File: src/rtl/fa_using_fs_unit_if.sv
// Operand/result bundle for the registered full-subtractor-based adder.
// The master drives operands and observes the registered result.
interface fa_using_fs_unit_if #(
  parameter int WIDTH = 1
);
  logic             in_valid;
  logic [WIDTH-1:0] a;
  logic [WIDTH-1:0] b;
  logic             c;
  logic [WIDTH-1:0] sum;
  logic             cout;
  logic             out_valid;

  modport master (
    output in_valid, a, b, c,
    input  sum, cout, out_valid
  );

  modport slave (
    input  in_valid, a, b, c,
    output sum, cout, out_valid
  );
endinterface

File: src/rtl/fa_using_fs_unit.sv
// Registered ripple-carry adder whose bit cells are built purely from full-subtractor
// primitives: {cout, sum} = a + b + c with one cycle of latency.
module fa_using_fs_unit #(
  parameter int WIDTH = 1
) (
  input  logic               clk,
  input  logic               rst,
  fa_using_fs_unit_if.slave  bus
);

  // Full-subtractor outputs: difference and borrow-out.
  function automatic logic fs_diff(input logic x, input logic y, input logic bin);
    fs_diff = x ^ y ^ bin;
  endfunction

  function automatic logic fs_bout(input logic x, input logic y, input logic bin);
    fs_bout = (~x & y) | (~x & bin) | (y & bin);
  endfunction

  logic [WIDTH:0]   ci;
  logic [WIDTH-1:0] s;

  // Borrow of (~a - b - ci) is the majority of a, b, ci, i.e. the adder carry.
  always_comb begin
    ci    = '0;
    s     = '0;
    ci[0] = bus.c;
    for (int i = 0; i < WIDTH; i++) begin
      s[i]    = fs_diff(bus.a[i], bus.b[i], ci[i]);
      ci[i+1] = fs_bout(~bus.a[i], bus.b[i], ci[i]);
    end
  end

  logic [WIDTH-1:0] sum_q, sum_d;
  logic             cout_q, cout_d;
  logic             vld_q, vld_d;

  always_comb begin
    sum_d  = sum_q;
    cout_d = cout_q;
    vld_d  = 1'b0;
    if (bus.in_valid) begin
      sum_d  = s;
      cout_d = ci[WIDTH];
      vld_d  = 1'b1;
    end
  end

  // Result register stage
  always_ff @(posedge clk) begin
    if (rst) begin
      sum_q  <= '0;
      cout_q <= 1'b0;
      vld_q  <= 1'b0;
    end else begin
      sum_q  <= sum_d;
      cout_q <= cout_d;
      vld_q  <= vld_d;
    end
  end

  assign bus.sum       = sum_q;
  assign bus.cout      = cout_q;
  assign bus.out_valid = vld_q;

endmodule

File: src/flat_wrapper.sv
// flat-port wrapper written by rule: the top's interface ports become plain ports
module fa_using_fs_unit_flat 
#(
  parameter int WIDTH = 1
)
  (clk, rst, bus_in_valid, bus_a, bus_b, bus_c, bus_sum, bus_cout, bus_out_valid);
  fa_using_fs_unit_if #(.WIDTH(WIDTH)) bus_i ();
  input  logic clk;
  input  logic rst;
  input wire logic [$bits(bus_i.in_valid)-1:0] bus_in_valid;
  input wire logic [$bits(bus_i.a)-1:0] bus_a;
  input wire logic [$bits(bus_i.b)-1:0] bus_b;
  input wire logic [$bits(bus_i.c)-1:0] bus_c;
  output wire logic [$bits(bus_i.sum)-1:0] bus_sum;
  output wire logic [$bits(bus_i.cout)-1:0] bus_cout;
  output wire logic [$bits(bus_i.out_valid)-1:0] bus_out_valid;
  assign bus_i.in_valid = bus_in_valid;
  assign bus_i.a = bus_a;
  assign bus_i.b = bus_b;
  assign bus_i.c = bus_c;
  assign bus_sum = bus_i.sum;
  assign bus_cout = bus_i.cout;
  assign bus_out_valid = bus_i.out_valid;
  fa_using_fs_unit #(.WIDTH(WIDTH)) u_core (.clk(clk), .rst(rst), .bus(bus_i));
endmodule
File: config.mk
export PLATFORM = sky130hd
export DESIGN_NAME = fa_using_fs_unit_flat
export DESIGN_NICKNAME = d
export VERILOG_FILES = /design/src/rtl/fa_using_fs_unit_if.sv /design/src/rtl/fa_using_fs_unit.sv /design/src/flat_wrapper.sv
export SDC_FILE = /design/constraint.sdc
export NUM_CORES = 1
export LEC_CHECK = 0
export CAP_MARGIN = 15
export CORE_AREA = 8 8 45 47
export DETAILED_ROUTE_END_ITERATION = 16
export DIE_AREA = 0 0 53 55
export SYNTH_ARGS = -nofsm -noshare
export SYNTH_HDL_FRONTEND = slang
export SYNTH_SLANG_ARGS = --single-unit
File: constraint.sdc
create_clock -name clk -period 1.09 [get_ports clk]
set_clock_uncertainty 0.15 [all_clocks]
set_input_delay 0.327 -clock clk [delete_from_list [all_inputs] [get_ports clk]]
set_output_delay 0.327 -clock clk [all_outputs]
set_load 0.01 [all_outputs]
Word level (Yosys, flattened, before mapping) --
Cells that the tools add are included.
Word-level totals: register bits after elaboration 3, input bits 6, word-level logic and storage cells 11, output and inout bits 3
Cells by class: mux-type cells 1, bitwise operators 7
Operators with widths (count):
- $and A1 B1 Y1 | 3
- $or A1 B1 Y1 | 2
- $xor A1 B1 Y1 | 2
- $mux W1 | 1

Logic depth before layout (Yosys ltp) --
depth in word-level cells 3, mapped depth 3, mapped depth without buffers 3

Least setup slack after synthesis --
Ideal clock, no wire load.
path kind input to register, start point in bus_c, end point reg u_core.sum_q (netlist: u_core.bus.sum), arrival time 0.948 ns, path slack -0.122 ns, path buffers 0, library setup time 0.114 ns, cell stages on the path 3, data required time 0.826 ns, cells stage by stage fa_1 mux2i_1 nor2_1
Between the ends: word-level cells in the longest chain between the ends 1
Ends and longest elaborated chain:
- start, declared | RTL line flat_wrapper.sv:13 | input wire logic [$bits(bus_i.c)-1:0] bus_c;
- $xor A1 B1 Y1 | RTL line fa_using_fs_unit.sv:13 | fs_diff = x ^ y ^ bin;
- end signal, assigned | RTL line fa_using_fs_unit.sv:56 | sum_q <= sum_d;
- end, declared | RTL line fa_using_fs_unit.sv:34 | logic [WIDTH-1:0] sum_q, sum_d;
No other way between the ends. A chain may end at the register's enable or synchronous reset.

Final worst setup path --
start point reg u_core.cout_q (netlist: u_core.bus.cout), end point out bus_cout
RTL lines:
- start, declared | RTL line fa_using_fs_unit.sv:35 | logic cout_q, cout_d;
- start signal, assigned | RTL line fa_using_fs_unit.sv:57 | cout_q <= cout_d;
- end, declared | RTL line flat_wrapper.sv:15 | output wire logic [$bits(bus_i.cout)-1:0] bus_cout;
No word-level cell between the ends.

==> impl_metrics.env <==
export IMPL_clk_pin_slew_ns=0.04
export IMPL_powerDensity_nw_per_um2=1520
export IMPL_layout_area_seq_sq_um=62.6
export IMPL_core_area_sq_um=1380
export IMPL_chipHeight_um=55
export IMPL_clk_insertion_delay_late_ns=0.23
export IMPL_cts_buffers_inserted=3
export IMPL_gp_congestion=0.590
export IMPL_antennaDiodeCount=0
export IMPL_synthSimpleGateAreaFrac_pct=12.1
export IMPL_cp_end_kind="output port"
export IMPL_wl_per_cell_um=8.68
export IMPL_path_buf_inv=1
export IMPL_avgSynthCellArea_sq_um=12.7
export IMPL_fillers=161
export IMPL_area_delta_synth_final_pct=115
export IMPL_core_rowCount=14
export IMPL_reg2reg_slack_ns=0.34
export IMPL_min_period_ns=1.14
export IMPL_cts_path_max_buffers=2
export IMPL_synth_area_leaders="dfxtp_1 (53%), fa_1 (18%), mux2i_1 (18%), nor2_1 (6.6%), nor2b_1 (5.5%)"
export IMPL_ant_nets=0
export IMPL_synth_compound_area_share_pct=0
export IMPL_via_count=107
export IMPL_path_class="register to output port"
export IMPL_track_usage_pct=3.23
export IMPL_synth_xor_xnor_area_share_pct=0
export IMPL_port_buffers=8
export IMPL_r2r_start="u_core.bus.cout$_SDFFE_PP0P_"
export IMPL_hold_viol_final=0
export IMPL_die_area_sq_um=2920
export IMPL_fin_ws_ns=-0.0473
export IMPL_syn_inst=9
export IMPL_power_leakage_nw=0.109
export IMPL_r2r_end="u_core.bus.cout$_SDFFE_PP0P_"
export IMPL_total_power_w=0.000374
export IMPL_synth_top_family_by_area="adder cells"
export IMPL_status="complete, but fails checks"
export IMPL_synth_top_cell_by_area="dfxtp_1"
export IMPL_initialDrtViolationCount=2
export IMPL_hold_path_class="register to register"
export IMPL_cp_top_family="flip-flops"
export IMPL_syn_area_sq_um=114
export IMPL_path_cells="buf_6"
export IMPL_antenna_found_initial=0
export IMPL_cap_violations=0
export IMPL_htree_levels=1
export IMPL_start_util_pct=8.23
export IMPL_min_from="u_core.bus.sum$_SDFFE_PP0P_"
export IMPL_critical_path_required_ns=0.61
export IMPL_worst_pin_slew_ns=0.117
export IMPL_synth_top_area_share_pct=52.7
export IMPL_max_freq_mhz=879
export IMPL_synth_cell_types=5
export IMPL_drive_gt1_share_pct=57.1
export IMPL_synth_mux_area_share_pct=17.6
export IMPL_ctsHoldBuffers=0
export IMPL_setup_violations=4
export IMPL_cp_slowest_cell="dfxtp_2"
export IMPL_critPathLaunchType="register"
export IMPL_grt_start_max_net_pins=4
export IMPL_peakVddDrop_mv=0.241
export IMPL_totalWireLength_um=321
export IMPL_min_path_cells=2
export IMPL_period_share_pct=104
export IMPL_syn_num_nets=16
export IMPL_failed_checks="negative setup slack"
export IMPL_dr_pass1_iters=4
export IMPL_nets=29
export IMPL_ys_ff_latch=3
export IMPL_grt_pass1_wl_um=545
export IMPL_max_stage_delay_ns=0.32
export IMPL_critPathLaunch="u_core.bus.cout$_SDFFE_PP0P_"
export IMPL_holdWs_ns=0.345
export IMPL_relSlewSlack_pct=92.0
export IMPL_avgViaCountPerCell=2.89
export IMPL_r2r_cells=2
export IMPL_slew_violations=0
export IMPL_cp_depth=1
export IMPL_post_cts_buffers=0
export IMPL_rsz0062_at_grt="yes"
export IMPL_synth_adder_area_share_pct=17.6
export IMPL_yosysSeqAreaShare_pct=52.7
export IMPL_min_to="u_core.bus.sum$_SDFFE_PP0P_"
export IMPL_yosys_warnings=0
export IMPL_clock_sinks=3
export IMPL_worstPathArrival_ns=0.66
export IMPL_cts_root_buf="clkbuf_4"
export IMPL_drc=0
export IMPL_chipWidth_um=53
export IMPL_cp_max_fo=2
export IMPL_cts_tree="yes"
export IMPL_grt_overflow=0
export IMPL_ios=9
export IMPL_grt_pass1_vias=126
export IMPL_multi_input_area_sq_um=56.3
==> flip-flops by register name, indices dropped and copies added, names as in the netlist <==
register	count
u_core.bus.sum	1
u_core.bus.cout	1
u_core.bus.out_valid	1
==> stage by stage <==
step | instances | area (sq um) | setup TNS [ns] | utilization, % | worst slack (ns)
final | 37 | 245 | -0.125 | 17.7 | -0.0473
after floorplan | 9 | 116 | -0.134 | - | -0.110
after CTS | 37 | 233 | -0.184 | 16.8 | -0.0629
after detailed placement | 33 | 216 | -1.96 | 15.6 | -0.618
after global routing | 37 | 245 | -0.236 | 17.7 | -0.0784
after global placement | 33 | 216 | -1.94 | 15.6 | -0.632
==> how the worst max path moves through the flow <==
stage                                   to  slack (ns)
2_1_floorplan  u_core.bus.sum$_SDFFE_PP0P_       -0.11
3_3_place_gp   u_core.bus.sum$_SDFFE_PP0P_       -0.63
3_5_place_dp   u_core.bus.sum$_SDFFE_PP0P_       -0.62
4_1_cts                           bus_cout       -0.06
5_1_grt                           bus_cout       -0.08
6_report                          bus_cout       -0.05
==> kinds of logic after synthesis <==
group                    after synthesis
adder cells (fa/ha/maj)                1
AND/OR/NAND/NOR                        3
multiplexers                           2
flip-flops                             3
==> area by class of cell <==
type                            instances  area share [%]
Multi-Input combinational cell          6            23.0
Clock buffer                            4            10.7
Timing Repair Buffer                    8            32.7
Tap cell                               16            8.16
Sequential cell                         3            25.5
==> synth_stat cells, drive strengths merged <==
library cell	count
mux2i	2
nor2b	1
dfxtp	3
nor2	2
fa	1
==> routing by layer <==
metal / wire (um) / part of all wire [%] / global-route usage (%) / vias to the layer above
li1: - / - / - / 54
met1: 128 / 40 / 2.44 / 42
met2: 84 / 26 / 2.34 / 9
met3: 105 / 33 / 5.08 / 2
met4: 3 / 0.93 / 5.17 / 0
met5: 0 / 0 / 0 / -
==> timing repair <==
item / CTS / global route
pin swaps: 2 / 2
resized for setup: 30 / 2
setup endpoints to repair: 5 / 4
==> worst register-to-register path: stages, from the launching register on <==
cell     delay, ns
dfxtp_2       0.32
mux2i_1       0.12
nor2_1        0.06
==> placed cells by master, fill, tap and decap left out <==
| cell | n |
|---|---|
| dfxtp_1 | 1 |
| clkbuf_1 | 1 |
| buf_2 | 1 |
| nor2b_1 | 1 |
| buf_6 | 5 |
| mux2i_1 | 2 |
| clkdlybuf4s50_1 | 1 |
| dlygate4sd2_1 | 1 |
| fa_2 | 1 |
| nor2_1 | 2 |
| dfxtp_2 | 2 |
| clkbuf_4 | 3 |
==> report_power, final <==
part	switching, W	internal [W]	leakage [nW]
registers	0.00000446	0.000120	0.0256
logic	0.0000193	0.0000367	0.0682
clock network	0.0000566	0.000137	0.0150
total	0.0000803	0.000294	0.109
Note: power is estimated with default switching activity, not from simulation.
